`src/rtl/apb_master_nslv.sv`:
```
// -----------------------------------------------------------------------------
// apb_master_nslv
//   APB4 master bridging a valid/ready command port onto an APB bus with
//   NUM_SLAVES decoded select lines. The upper SEL_W address bits pick the
//   slave. An index with no slave behind it completes as a decode error
//   without touching the bus. A PREADY watchdog aborts stuck transfers.
//   Back-to-back commands go straight from ACCESS to the next SETUP.
//
// Ports
//   PCLK, PRESETn        clock (rising edge), async active-low reset
//   cmd_valid/cmd_ready  command handshake (cmd_ready is combinational)
//   cmd_write/addr/wdata/strb  command payload
//   rsp_valid            one-cycle completion pulse, registered
//   rsp_rdata/err/timeout  completion status; these hold between pulses
//   PSEL..PSTRB          APB request outputs
//   PRDATA/PREADY/PSLVERR  APB response inputs, already muxed from the
//                          selected slave
// -----------------------------------------------------------------------------
module apb_master_nslv #(
   parameter int ADDR_WIDTH = 32,
   parameter int DATA_WIDTH = 32,
   parameter int NUM_SLAVES = 4,
   parameter int TIMEOUT    = 16
) (
   input  logic                    PCLK,
   input  logic                    PRESETn,
   input  logic                    cmd_valid,
   output logic                    cmd_ready,
   input  logic                    cmd_write,
   input  logic [ADDR_WIDTH-1:0]   cmd_addr,
   input  logic [DATA_WIDTH-1:0]   cmd_wdata,
   input  logic [DATA_WIDTH/8-1:0] cmd_strb,
   output logic                    rsp_valid,
   output logic [DATA_WIDTH-1:0]   rsp_rdata,
   output logic                    rsp_err,
   output logic                    rsp_timeout,
   output logic [NUM_SLAVES-1:0]   PSEL,
   output logic                    PENABLE,
   output logic [ADDR_WIDTH-1:0]   PADDR,
   output logic                    PWRITE,
   output logic [DATA_WIDTH-1:0]   PWDATA,
   output logic [DATA_WIDTH/8-1:0] PSTRB,
   input  logic [DATA_WIDTH-1:0]   PRDATA,
   input  logic                    PREADY,
   input  logic                    PSLVERR
);

   localparam int SEL_W  = $clog2(NUM_SLAVES);
   localparam int STRB_W = DATA_WIDTH / 8;
   localparam int CNT_W  = (TIMEOUT > 1) ? $clog2(TIMEOUT) : 1;
   localparam logic [CNT_W-1:0] CNT_LAST = CNT_W'(TIMEOUT - 1);

   typedef enum logic [1:0] {
      S_IDLE   = 2'd0,
      S_SETUP  = 2'd1,
      S_ACCESS = 2'd2,
      S_DECERR = 2'd3
   } state_e;

   state_e                state_q, state_d;
   logic [SEL_W-1:0]      sel_q, sel_d;
   logic [ADDR_WIDTH-1:0] paddr_q, paddr_d;
   logic                  pwrite_q, pwrite_d;
   logic [DATA_WIDTH-1:0] pwdata_q, pwdata_d;
   logic [STRB_W-1:0]     pstrb_q, pstrb_d;
   logic [CNT_W-1:0]      cnt_q, cnt_d;
   logic                  rsp_valid_q, rsp_valid_d;
   logic [DATA_WIDTH-1:0] rsp_rdata_q, rsp_rdata_d;
   logic                  rsp_err_q, rsp_err_d;
   logic                  rsp_timeout_q, rsp_timeout_d;

   logic [SEL_W-1:0] cmd_idx;
   logic             idx_ok;
   logic             timeout_hit;
   logic             cmd_acc;
   logic             bus_busy;

   assign cmd_idx = cmd_addr[ADDR_WIDTH-1 -: SEL_W];
   // Extra bit keeps the compare correct when NUM_SLAVES is a power of two.
   assign idx_ok  = {1'b0, cmd_idx} < (SEL_W + 1)'(NUM_SLAVES);

   // The last stalled cycle the watchdog allows; the transfer is aborted at its edge.
   assign timeout_hit = (TIMEOUT != 0) && (state_q == S_ACCESS) && !PREADY &&
                        (cnt_q == CNT_LAST);

   assign cmd_ready = (state_q == S_IDLE) ||
                      ((state_q == S_ACCESS) && PREADY && !timeout_hit);
   assign cmd_acc   = cmd_valid && cmd_ready;

   always_comb begin
      state_d       = state_q;
      sel_d         = sel_q;
      paddr_d       = paddr_q;
      pwrite_d      = pwrite_q;
      pwdata_d      = pwdata_q;
      pstrb_d       = pstrb_q;
      cnt_d         = cnt_q;
      rsp_valid_d   = 1'b0;
      rsp_rdata_d   = rsp_rdata_q;
      rsp_err_d     = rsp_err_q;
      rsp_timeout_d = rsp_timeout_q;

      case (state_q)
         S_IDLE: ;
         S_SETUP: begin
            state_d = S_ACCESS;
            cnt_d   = '0;
         end
         S_ACCESS: begin
            if (PREADY) begin
               state_d       = S_IDLE;
               rsp_valid_d   = 1'b1;
               rsp_rdata_d   = (!pwrite_q && !PSLVERR) ? PRDATA : '0;
               rsp_err_d     = PSLVERR;
               rsp_timeout_d = 1'b0;
            end else if (timeout_hit) begin
               state_d       = S_IDLE;
               rsp_valid_d   = 1'b1;
               rsp_rdata_d   = '0;
               rsp_err_d     = 1'b1;
               rsp_timeout_d = 1'b1;
            end else begin
               cnt_d = cnt_q + 1'b1;
            end
         end
         S_DECERR: begin
            state_d       = S_IDLE;
            rsp_valid_d   = 1'b1;
            rsp_rdata_d   = '0;
            rsp_err_d     = 1'b1;
            rsp_timeout_d = 1'b0;
         end
         default: state_d = S_IDLE;
      endcase

      // An accepted command overrides the IDLE return, giving the
      // ACCESS -> SETUP back-to-back path. Decode errors leave the bus
      // registers untouched.
      if (cmd_acc) begin
         if (idx_ok) begin
            state_d  = S_SETUP;
            sel_d    = cmd_idx;
            paddr_d  = cmd_addr;
            pwrite_d = cmd_write;
            pwdata_d = cmd_wdata;
            pstrb_d  = cmd_write ? cmd_strb : '0;
         end else begin
            state_d  = S_DECERR;
         end
      end
   end

   always_ff @(posedge PCLK or negedge PRESETn) begin
      if (!PRESETn) begin
         state_q       <= S_IDLE;
         sel_q         <= '0;
         paddr_q       <= '0;
         pwrite_q      <= 1'b0;
         pwdata_q      <= '0;
         pstrb_q       <= '0;
         cnt_q         <= '0;
         rsp_valid_q   <= 1'b0;
         rsp_rdata_q   <= '0;
         rsp_err_q     <= 1'b0;
         rsp_timeout_q <= 1'b0;
      end else begin
         state_q       <= state_d;
         sel_q         <= sel_d;
         paddr_q       <= paddr_d;
         pwrite_q      <= pwrite_d;
         pwdata_q      <= pwdata_d;
         pstrb_q       <= pstrb_d;
         cnt_q         <= cnt_d;
         rsp_valid_q   <= rsp_valid_d;
         rsp_rdata_q   <= rsp_rdata_d;
         rsp_err_q     <= rsp_err_d;
         rsp_timeout_q <= rsp_timeout_d;
      end
   end

   // Select is decoded from state, so an async reset drops it immediately.
   assign bus_busy = (state_q == S_SETUP) || (state_q == S_ACCESS);

   for (genvar i = 0; i < NUM_SLAVES; i++) begin : g_psel
      assign PSEL[i] = bus_busy && (sel_q == SEL_W'(i));
   end

   assign PENABLE     = (state_q == S_ACCESS);
   assign PADDR       = paddr_q;
   assign PWRITE      = pwrite_q;
   assign PWDATA      = pwdata_q;
   assign PSTRB       = pstrb_q;
   assign rsp_valid   = rsp_valid_q;
   assign rsp_rdata   = rsp_rdata_q;
   assign rsp_err     = rsp_err_q;
   assign rsp_timeout = rsp_timeout_q;

endmodule

```
`config.mk`:
```
export PLATFORM = sky130hd
export DESIGN_NAME = apb_master_nslv
export DESIGN_NICKNAME = d
export VERILOG_FILES = /design/src/rtl/apb_master_nslv.sv
export SDC_FILE = /design/constraint.sdc
export NUM_CORES = 1
export LEC_CHECK = 0
export BUFFER_PORTS_ARGS = -buffer_cell sky130_fd_sc_hd__buf_2
export CORE_MARGIN = 1
export CORE_UTILIZATION = 50
export DETAILED_ROUTE_END_ITERATION = 10
export GPL_TIMING_DRIVEN = 0
export PLACE_DENSITY = 0.84
export SLEW_MARGIN = 20
export SYNTH_ARGS = -nofsm -noshare
export SYNTH_HDL_FRONTEND = slang
export SYNTH_SLANG_ARGS = --single-unit
```
`constraint.sdc`:
```
create_clock -name PCLK -period 2.8 [get_ports PCLK]
set_input_delay 0.42 -clock PCLK [delete_from_list [all_inputs] [get_ports PCLK]]
set_output_delay 0.42 -clock PCLK [all_outputs]
set_load 0.02 [all_outputs]
```
# ---- Word-level counts from Yosys, hierarchy flattened
# Cells that the tools add are included.
dict set report totals {
  ff_bits 112
  in_bits 106
  output_inout_bits 110
  word_cells 67
}
dict set report op_classes {
  addsub 1
  n_eq_ne 11
  mux 20
  n_reduce_logical 24
}
# op count
set ops {}
lappend ops {{32-bit two-way mux} 3}
lappend ops {{32-bit one-hot mux with 2 select lines} 1}
lappend ops {{4-bit two-way mux} 3}
lappend ops {{1-bit logical AND} 10}
lappend ops {{2-bit equality test, second input constant} 4}
lappend ops {{4-bit one-hot mux with 2 select lines} 1}
lappend ops {{2-bit two-way mux} 3}
lappend ops {{1-bit one-hot mux with 2 select lines} 3}
lappend ops {{2-bit one-hot mux with 3 select lines} 1}
lappend ops {{1-bit two-way mux} 5}
lappend ops {{4-bit by 1-bit adder with 4-bit output, second input constant} 1}
lappend ops {{2-bit by 1-bit equality test with 1-bit output, second input constant} 2}
lappend ops {{4-bit equality test, second input constant} 1}
lappend ops {{1-bit zero test} 4}
lappend ops {{2-bit zero test} 2}
lappend ops {{2-bit != test, second input constant} 2}
lappend ops {{4-bit by 1-bit != test with 1-bit output, second input constant} 1}
lappend ops {{2-bit AND reduction} 2}
lappend ops {{2-bit nonzero test} 2}
lappend ops {{4-bit nonzero test} 1}
lappend ops {{3-bit by 1-bit != test with 1-bit output, second input constant} 1}
lappend ops {{3-bit AND reduction} 1}
lappend ops {{1-bit logical OR} 2}

# ---- Depth between registers and ports, before layout
# Gate-level depths: netlist of run 1.
dict set report depth {
  ltp_word 9
  depth_mapped 8
  mapped_depth_nobuf 5
}

# ---- Worst setup path after synthesis of run 1
# Ideal clock, no wire load.
dict set report synth_timing {
  path_kind {register to output}
  from {register state_q[1]}
  to {output PSEL[1]}
  t_arrival_ps 1580
  required_ps 2380
  slack_ps 800
  path_stages_with_launch 6
  n_path_buf 1
  path_cell_list {dfrtp_1 > inv_1 > ha_1 > clkbuf_1 > inv_1 > nor3b_1}
}
dict set report synth_between {
  elab_chain_cells 3
}
# element line
set synth_rtl {}
lappend synth_rtl {{start: declaration} 60} ;# state_e state_q, state_d;
lappend synth_rtl {{start signal: assignment} 167} ;# state_q <= state_d;
lappend synth_rtl {{2-bit by 1-bit equality test with 1-bit output / 2-bit equality test (equally long branches)} 182} ;# assign bus_busy = (state_q == S_SETUP) || (state_q == S_ACCESS);
lappend synth_rtl {{1-bit logical OR *} 182}
lappend synth_rtl {{1-bit logical AND *} 185} ;# assign PSEL[i] = bus_busy && (sel_q == SEL_W'(i));
lappend synth_rtl {{end: declaration} 37} ;# output logic [NUM_SLAVES-1:0] PSEL,
# Every way passes the cells marked *; elsewhere a longest branch is shown, timed or not.

# ---- Final worst setup path of run 1
# Ends and elaborated chain as after synthesis.

==> results of run 1 <==
==> kinds of logic after synthesis <==
| logic type | after synthesis |
|---|---|
| AO/OA/AOI/OAI | 22 |
| adder cells (fa/ha/maj) | 5 |
| buffers and inverters | 56 |
| flip-flops | 110 |
| multiplexers | 97 |
| AND/OR/NAND/NOR | 58 |
==> per-stage QoR <==
step	cell area, um2	util, %	cells	hold WS (ns)
floorplan	4930	-	348	0.124
finish	6410	68.4	710	0.283
CTS	6410	68.4	710	0.264
global route	6410	68.4	710	0.267
global placement	6160	65.8	692	0.470
detailed placement	6200	66.1	693	0.399
==> path summary, 6_finish.rpt <==
| check | end | cells past startpoint |
|---|---|---|
| worst min register to register | PSTRB[2]$_DFFE_PN0P_ | 1 |
| min in group asynchronous | PADDR[25]$_DFFE_PN0P_ | 2 |
| worst max register to register | rsp_rdata[10]$_DFFE_PN0P_ | 8 |
| worst min-delay path | PADDR[10]$_DFFE_PN0P_ | 2 |
| worst max-delay path | PSEL[1] | 6 |
| max in group asynchronous | sel_q[1]$_DFFE_PN0P_ | 3 |
==> per-layer routing <==
metal	part of all wire, %	vias up
met2	50	162
met5	0	-
met4	1.5	0
li1	-	1621
met3	7.0	15
met1	41	1646
==> flip-flops by register name (all words and copies together), names as in the netlist <==
| register | cells |
|---|---|
| PADDR | 30 |
| PSTRB | 4 |
| PWDATA | 32 |
| PWRITE | 1 |
| cnt_q | 4 |
| rsp_err | 1 |
| rsp_rdata | 32 |
| rsp_timeout | 1 |
| rsp_valid | 1 |
| sel_q | 2 |
| state_q | 2 |
==> power groups by stage <==
| stage | logic [W] | clock network (W) | registers [W] |
|---|---|---|---|
| 2_1_floorplan | 0.00199 | 0 | 0.00359 |
| 3_3_place_gp | 0.00398 | 0 | 0.00271 |
| 3_5_place_dp | 0.00408 | 0 | 0.00274 |
| 4_1_cts | 0.00408 | 0.00101 | 0.00273 |
| 5_1_grt | 0.00431 | 0.00106 | 0.00282 |
| 6_report | 0.00404 | 0.000986 | 0.00273 |
==> cell usage in the layout (no fill, tap or decap), drive strengths merged, types with 2 or more instances in the layout <==
master,instances
a21oi,5
a21o,3
nor2,2
clkbuf,10
nor3,2
ha,5
nand2,37
dfrtp,110
mux2i,32
inv,44
nand4,6
o21ai,3
buf,231
a31oi,2
nand3,5
a21bo,4
mux2,65
==> final cells by class <==
| class | count | area share [%] |
|---|---|---|
| buffer | 16 | 3.12 |
| clock buffer | 9 | 1.93 |
| clock inverter | 7 | 1.25 |
| inverter | 40 | 2.34 |
| multi-input combinational | 182 | 28.4 |
| sequential | 110 | 42.9 |
| tap | 129 | 2.52 |
| timing repair buffer | 217 | 17.5 |
==> impl_metrics.prom, run 1 <==
# TYPE chip_impl_metric gauge
chip_impl_info{name="crit_path_end_kind",value="output port"} 1
chip_impl_metric{name="share_of_synthesized_flip_flops_with_an_asynchronous_set_or_reset",unit="%"} 100
chip_impl_metric{name="finClkSkew",unit="ns"} 0.0192
chip_impl_metric{name="power.switching_fraction",unit="%"} 40.4
chip_impl_metric{name="vdd.ir_drop.worst",unit="mV"} 0.620
chip_impl_info{name="critical-path-slowest-cell",value="sky130_fd_sc_hd__dfrtp_1"} 1
chip_impl_metric{name="ratio_of_final_minimum_period_to_clock_period",unit="%"} 86.1
chip_impl_metric{name="area.growth.synth_to_final",unit="%"} 30.1
chip_impl_metric{name="number_of_setup_violations_in_the_final_report",unit=""} 0
chip_impl_info{name="synth_commonest_cells",value="sky130_fd_sc_hd__dfrtp_1, sky130_fd_sc_hd__mux2_4, sky130_fd_sc_hd__inv_1"} 1
chip_impl_metric{name="clkPwrFrac",unit="%"} 12.7
chip_impl_info{name="outcome",value="finished, final reports clean"} 1
chip_impl_metric{name="grtUsageTotal",unit="%"} 21.4
chip_impl_metric{name="timing.max_slew.rel_slack",unit="%"} 66.4
chip_impl_metric{name="htree_levels",unit=""} 3
chip_impl_info{name="path_delay_family",value="buffers and inverters"} 1
chip_impl_metric{name="groute.layer.met3.usage",unit="%"} 4.83
chip_impl_metric{name="fin_crit",unit="ns"} 2.41
chip_impl_metric{name="critPathArrivalTime",unit="ns"} 1.99
chip_impl_metric{name="pre_cts_ws",unit="ns"} 0.764
chip_impl_metric{name="insertion_delay",unit="ns"} 0.36
chip_impl_metric{name="synth_mux_area_share",unit="%"} 26.2
chip_impl_metric{name="tritoncts.num_buffers",unit=""} 9
chip_impl_info{name="grt_setup_unrepaired",value="no"} 1
chip_impl_metric{name="mappedNetlistNets",unit=""} 459
chip_impl_metric{name="post_synth_fa_ha_maj_area_fraction",unit="%"} 1.27
chip_impl_metric{name="initial_core_util",unit="%"} 52.6
chip_impl_info{name="path_cells",value="inv_1 > ha_1 > clkbuf_1 > inv_1 > nor3b_1 > buf_2"} 1
chip_impl_info{name="tritoncts",value="built"} 1
chip_impl_metric{name="synth.distinct_cells",unit=""} 33
chip_impl_metric{name="initial_antenna_violation_count",unit=""} 0
chip_impl_metric{name="placementRows",unit=""} 35
chip_impl_metric{name="post_synth_instance_area",unit="mm2"} 0.00493
chip_impl_metric{name="post-cts-setup-buffer-count",unit=""} 0
chip_impl_metric{name="final_net_count",unit=""} 687
chip_impl_info{name="crit_type",value="reg2out"} 1
chip_impl_metric{name="pin_count_of_the_biggest_net_entering_global_routing",unit=""} 59
chip_impl_metric{name="floorplan.die.width",unit="um"} 101
chip_impl_metric{name="multiInputGateArea",unit="mm2"} 0.00182
chip_impl_metric{name="final_weighted_congestion_of_routability_driven_global_placement",unit=""} 0.785
chip_impl_metric{name="detailroute.via_count",unit=""} 3444
chip_impl_metric{name="ctsResizeCount",unit=""} 0
chip_impl_metric{name="die-area",unit="mm2"} 0.0103
chip_impl_metric{name="post_synth_xor_area_fraction",unit="%"} 0
chip_impl_metric{name="simple_gate_area_share_of_the_yosys_netlist",unit="%"} 6.15
chip_impl_metric{name="synth_largest_type_area_fraction",unit="%"} 55.9
chip_impl_metric{name="r2r_setup_slack",unit="ns"} 0.86
chip_impl_metric{name="die_height",unit="um"} 101
chip_impl_info{name="r2r-start",value="state_q[0]$_DFFE_PN0P_"} 1
chip_impl_metric{name="synth-compound-area-share",unit="%"} 3.35
chip_impl_metric{name="antennaDiodeCount",unit=""} 0
chip_impl_metric{name="layout.area.seq",unit="mm2"} 0.00275
chip_impl_metric{name="post_cts_hold_buffer_count",unit=""} 1
chip_impl_metric{name="clk_pin_slew_worst_paths",unit="ns"} 0.12
chip_impl_metric{name="fmax",unit="GHz"} 0.415
chip_impl_metric{name="cp_max_fo",unit=""} 8
chip_impl_metric{name="clock_tree_sinks",unit=""} 110
chip_impl_metric{name="worst_ep_required_time",unit="ns"} 2.38
chip_impl_metric{name="synth.yosys.seq_area_share",unit="%"} 55.9
chip_impl_metric{name="syn_avg_cell_area",unit="um2"} 14.2
chip_impl_metric{name="wp_buf_inv",unit=""} 4
chip_impl_metric{name="routedWlPerCell",unit="um"} 15.4
chip_impl_metric{name="gr-total-overflow",unit=""} 0
chip_impl_metric{name="setup_ws",unit="ns"} 0.390
chip_impl_metric{name="buffer_ports.inserted",unit=""} 215
chip_impl_info{name="synth_top_family_by_area",value="multiplexers"} 1
chip_impl_info{name="worstHoldStart",value="cmd_addr[10]"} 1
chip_impl_metric{name="warnings_from_yosys",unit=""} 0
chip_impl_metric{name="p_sw",unit="W"} 0.00313
chip_impl_metric{name="coreArea",unit="mm2"} 0.00937
chip_impl_info{name="cts.root.buffer_cell",value="sky130_fd_sc_hd__clkbuf_8"} 1
chip_impl_metric{name="powerDensity",unit="mW/mm2"} 1210
chip_impl_metric{name="ratio_of_cells_with_drive_above_1_in_the_final_layout",unit="%"} 55.4
chip_impl_metric{name="p_int",unit="W"} 0.00463
chip_impl_metric{name="ioPinCount",unit=""} 216
chip_impl_metric{name="postRouteWirelength",unit="um"} 11000
chip_impl_info{name="post_synth_main_area_contributors",value="sky130_fd_sc_hd__dfrtp_1, sky130_fd_sc_hd__mux2_4, sky130_fd_sc_hd__mux2i_1"} 1
chip_impl_metric{name="cells_after_synthesis",unit=""} 348
chip_impl_metric{name="report.final.slew_viol_count",unit=""} 0
chip_impl_metric{name="dr.pass1.iters",unit=""} 4
chip_impl_metric{name="comb_power_share",unit="%"} 52.1
chip_impl_info{name="most_instantiated_library_cell_after_synthesis",value="sky130_fd_sc_hd__dfrtp_1"} 1
chip_impl_metric{name="power.sequential.fraction",unit="%"} 35.2
chip_impl_info{name="cp-startpoint",value="state_q[1]$_DFFE_PN0P_"} 1
chip_impl_metric{name="number_of_filler_cells_placed_in_the_layout",unit=""} 698
chip_impl_metric{name="via_density_per_instance",unit=""} 4.85
chip_impl_metric{name="yosys_reg_bits",unit=""} 110
chip_impl_metric{name="design_power_total",unit="W"} 0.00776
chip_impl_info{name="post-synth-top-area-cell",value="sky130_fd_sc_hd__dfrtp_1"} 1
chip_impl_metric{name="detailed_place_hpwl",unit="um"} 8410
chip_impl_metric{name="first_global_vias",unit=""} 3588
chip_impl_info{name="hold_path_class",value="in2reg"} 1
chip_impl_metric{name="slew_worst_pin",unit="ns"} 0.504
chip_impl_info{name="yosys_most_used_dff",value="sky130_fd_sc_hd__dfrtp_1"} 1
chip_impl_metric{name="grtUsageMet1",unit="%"} 25.9
chip_impl_metric{name="finalSetupTns",unit="ns"} 0
chip_impl_metric{name="static-leakage-power",unit="nW"} 3.60
chip_impl_info{name="critPathLaunchType",value="flop"} 1
chip_impl_metric{name="drv_cap",unit=""} 0
chip_impl_metric{name="grt_first_pass_wirelength",unit="um"} 17100
chip_impl_metric{name="maximum_clock_insertion_buffer_count",unit=""} 2
chip_impl_metric{name="grt_util_met2",unit="%"} 38.0
chip_impl_metric{name="synth_enable_flop_cells",unit=""} 0
chip_impl_metric{name="ant_nets",unit=""} 0
chip_impl_metric{name="detailedRoute.firstIterationViolations",unit=""} 112
chip_impl_info{name="grt_busiest_layer",value="met2"} 1
chip_impl_metric{name="drc",unit=""} 0
chip_impl_metric{name="max_stage_delay",unit="ns"} 0.42
chip_impl_info{name="critical_path.most_common_cell",value="sky130_fd_sc_hd__inv_1"} 1
chip_impl_metric{name="finalHoldViolCount",unit=""} 0
Note: power is estimated with default switching activity, not from simulation.
==> run 2, diff against run 1 <==
CORE_UTILIZATION = 48   (was 50)
PLACE_DENSITY = 0.81   (was 0.84)
clock period = 2.75 ns   (was 2.8 ns; I/O delays follow)
==> impl_metrics.prom, run 2 (same netlist as run 1, synthesis figures left out) <==
# TYPE chip_impl_metric gauge
chip_impl_metric{name="pin_count_of_the_biggest_net_entering_global_routing",unit=""} 59
chip_impl_metric{name="antennaDiodeCount",unit=""} 0
chip_impl_metric{name="finClkSkew",unit="ns"} 0.0122
chip_impl_metric{name="critPathArrivalTime",unit="ns"} 2.02
chip_impl_metric{name="finalHoldViolCount",unit=""} 0
chip_impl_metric{name="post-cts-setup-buffer-count",unit=""} 0
chip_impl_metric{name="grt_first_pass_wirelength",unit="um"} 16200
chip_impl_metric{name="clock_tree_sinks",unit=""} 110
chip_impl_metric{name="comb_power_share",unit="%"} 52.7
chip_impl_metric{name="detailed_place_hpwl",unit="um"} 8170
chip_impl_metric{name="static-leakage-power",unit="nW"} 3.59
chip_impl_info{name="crit_type",value="reg2out"} 1
chip_impl_info{name="grt_setup_unrepaired",value="no"} 1
chip_impl_info{name="hold_path_class",value="in2reg"} 1
chip_impl_metric{name="detailedRoute.firstIterationViolations",unit=""} 91
chip_impl_metric{name="detailroute.via_count",unit=""} 3416
chip_impl_metric{name="insertion_delay",unit="ns"} 0.37
chip_impl_info{name="critPathLaunchType",value="flop"} 1
chip_impl_metric{name="finalSetupTns",unit="ns"} 0
chip_impl_metric{name="gr-total-overflow",unit=""} 0
chip_impl_metric{name="ratio_of_final_minimum_period_to_clock_period",unit="%"} 88.5
chip_impl_info{name="crit_path_end_kind",value="output port"} 1
chip_impl_metric{name="layoutNonFillerInstCount",unit=""} 714
chip_impl_metric{name="vdd.ir_drop.worst",unit="mV"} 0.678
chip_impl_metric{name="postRouteWirelength",unit="um"} 10700
chip_impl_metric{name="drc",unit=""} 0
chip_impl_metric{name="buffer_ports.inserted",unit=""} 215
chip_impl_metric{name="grt_util_met2",unit="%"} 35.3
chip_impl_metric{name="die_height",unit="um"} 103
chip_impl_metric{name="power.switching_fraction",unit="%"} 40.5
chip_impl_metric{name="fmax",unit="GHz"} 0.411
chip_impl_info{name="cts.root.buffer_cell",value="sky130_fd_sc_hd__clkbuf_8"} 1
chip_impl_metric{name="slew_worst_pin",unit="ns"} 0.509
chip_impl_metric{name="place_inst",unit=""} 697
chip_impl_metric{name="p_sw",unit="W"} 0.00315
chip_impl_metric{name="layout.area.seq",unit="mm2"} 0.00275
chip_impl_metric{name="tritoncts.num_buffers",unit=""} 9
chip_impl_metric{name="number_of_filler_cells_placed_in_the_layout",unit=""} 740
chip_impl_metric{name="ioPinCount",unit=""} 216
chip_impl_metric{name="placementRows",unit=""} 36
chip_impl_metric{name="final_weighted_congestion_of_routability_driven_global_placement",unit=""} 0.762
chip_impl_metric{name="ratio_of_cells_with_drive_above_1_in_the_final_layout",unit="%"} 55.4
chip_impl_info{name="grt_busiest_layer",value="met2"} 1
chip_impl_metric{name="worst_ep_required_time",unit="ns"} 2.34
chip_impl_metric{name="multiInputGateArea",unit="mm2"} 0.00182
chip_impl_metric{name="routedWlPerCell",unit="um"} 15.0
chip_impl_metric{name="cp_max_fo",unit=""} 8
chip_impl_metric{name="clk_pin_slew_worst_paths",unit="ns"} 0.11
chip_impl_metric{name="grtUsageMet1",unit="%"} 23.4
chip_impl_metric{name="report.final.slew_viol_count",unit=""} 0
chip_impl_metric{name="p_int",unit="W"} 0.00463
chip_impl_metric{name="number_of_setup_violations_in_the_final_report",unit=""} 0
chip_impl_info{name="layout.cells.most_common_list",value="sky130_fd_sc_hd__buf_2, sky130_fd_sc_hd__dfrtp_1, sky130_fd_sc_hd__mux2_4"} 1
chip_impl_metric{name="first_global_vias",unit=""} 3448
chip_impl_metric{name="timing.max_slew.rel_slack",unit="%"} 66.1
chip_impl_metric{name="fin_crit",unit="ns"} 2.44
chip_impl_metric{name="ant_nets",unit=""} 0
chip_impl_metric{name="powerDensity",unit="mW/mm2"} 1220
chip_impl_metric{name="clkPwrFrac",unit="%"} 11.6
chip_impl_metric{name="coreArea",unit="mm2"} 0.00986
chip_impl_metric{name="maximum_clock_insertion_buffer_count",unit=""} 2
chip_impl_metric{name="final_net_count",unit=""} 687
chip_impl_metric{name="groute.layer.met3.usage",unit="%"} 4.70
chip_impl_metric{name="htree_levels",unit=""} 3
chip_impl_metric{name="initial_antenna_violation_count",unit=""} 0
chip_impl_info{name="tritoncts",value="built"} 1
chip_impl_metric{name="power.sequential.fraction",unit="%"} 35.6
chip_impl_metric{name="initial_core_util",unit="%"} 49.9
chip_impl_info{name="final_common_cell",value="sky130_fd_sc_hd__buf_2"} 1
chip_impl_metric{name="drv_cap",unit=""} 0
chip_impl_info{name="outcome",value="finished, final reports clean"} 1
chip_impl_metric{name="dr.pass1.iters",unit=""} 4
chip_impl_metric{name="grtUsageTotal",unit="%"} 20.1
chip_impl_metric{name="floorplan.die.width",unit="um"} 103
chip_impl_metric{name="area.growth.synth_to_final",unit="%"} 29.8
chip_impl_metric{name="die-area",unit="mm2"} 0.0107
chip_impl_metric{name="via_density_per_instance",unit=""} 4.78
run 2: cell count changes in the layout (fill, tap and decap cells not counted), sizes merged:
cell and change:
clkinv +2, inv -2, bufinv -1, clkbuf +1
run 2: worst max-delay path, stage by stage, from the launching register on:
cell and delay [ns]:
sky130_fd_sc_hd__dfrtp_1 0.42, sky130_fd_sc_hd__inv_1 0.08, sky130_fd_sc_hd__ha_1 0.27, sky130_fd_sc_hd__clkbuf_1 0.28, sky130_fd_sc_hd__inv_1 0.18, sky130_fd_sc_hd__nor3b_1 0.23, sky130_fd_sc_hd__buf_2 0.20
run 2: per-stage QoR:
| step | power [W] | hold slack, ns | worst slack (ns) | instance area (um2) | utilization [%] |
|---|---|---|---|---|---|
| 5_1_grt | 0.00828 | 0.246 | 0.123 | 6390 | 64.8 |
| 2_1_floorplan | 0.00569 | 0.117 | 0.757 | 4930 | - |
| 4_1_cts | 0.00787 | 0.248 | 0.336 | 6390 | 64.8 |
| 3_5_place_dp | 0.00694 | 0.395 | 0.760 | 6200 | 62.9 |
| 6_report | 0.00778 | 0.267 | 0.315 | 6390 | 64.8 |
| 3_3_place_gp | 0.00682 | 0.471 | 0.0675 | 6170 | 62.5 |
run 2: worst paths after layout:
| kind | cells after the start | slack, ns | endpoint | start |
|---|---|---|---|---|
| min in group asynchronous | 2 | 0.55 | PWDATA[18]$_DFFE_PN0P_ | PRESETn |
| worst min-delay path | 2 | 0.27 | PWDATA[19]$_DFFE_PN0P_ | cmd_wdata[19] |
| worst max-delay path | 6 | 0.31 | PSEL[1] | state_q[1]$_DFFE_PN0P_ |
| max in group asynchronous | 3 | 1.55 | PWRITE$_DFFE_PN0P_ | PRESETn |
| worst max register to register | 8 | 0.85 | rsp_rdata[6]$_DFFE_PN0P_ | state_q[0]$_DFFE_PN0P_ |
| worst min register to register | 1 | 0.50 | PSTRB[1]$_DFFE_PN0P_ | PSTRB[1]$_DFFE_PN0P_ |
run 2: layer usage:
layer	vias up	wire length (um)	share of wire (%)
met1	1646	4430	41
met2	139	5350	50
met4	0	177	1.7
met5	-	0	0
met3	13	774	7.2
li1	1618	-	-
run 2: what timing repair did:
item	in CTS	in global routing
hold buffers	1	0
resized for setup	0	0
hold endpoints to repair	45	0
run 2: layout make-up:
type / count / area share [%]
multi-input combinational: 182 / 28.5
timing repair buffer: 217 / 17.5
clock inverter: 6 / 0.685
buffer: 16 / 3.13
clock buffer: 10 / 2.15
sequential: 110 / 43.1
tap: 133 / 2.60
inverter: 40 / 2.35
run 2: power by group through the flow:
stage / Sequential (W) / Clock (W) / Combinational (W)
4_1_cts: 0.00278 / 0.000931 / 0.00416
3_3_place_gp: 0.00276 / 0 / 0.00406
6_report: 0.00277 / 0.000905 / 0.00410
3_5_place_dp: 0.00280 / 0 / 0.00415
2_1_floorplan: 0.00366 / 0 / 0.00203
5_1_grt: 0.00288 / 0.000994 / 0.00441
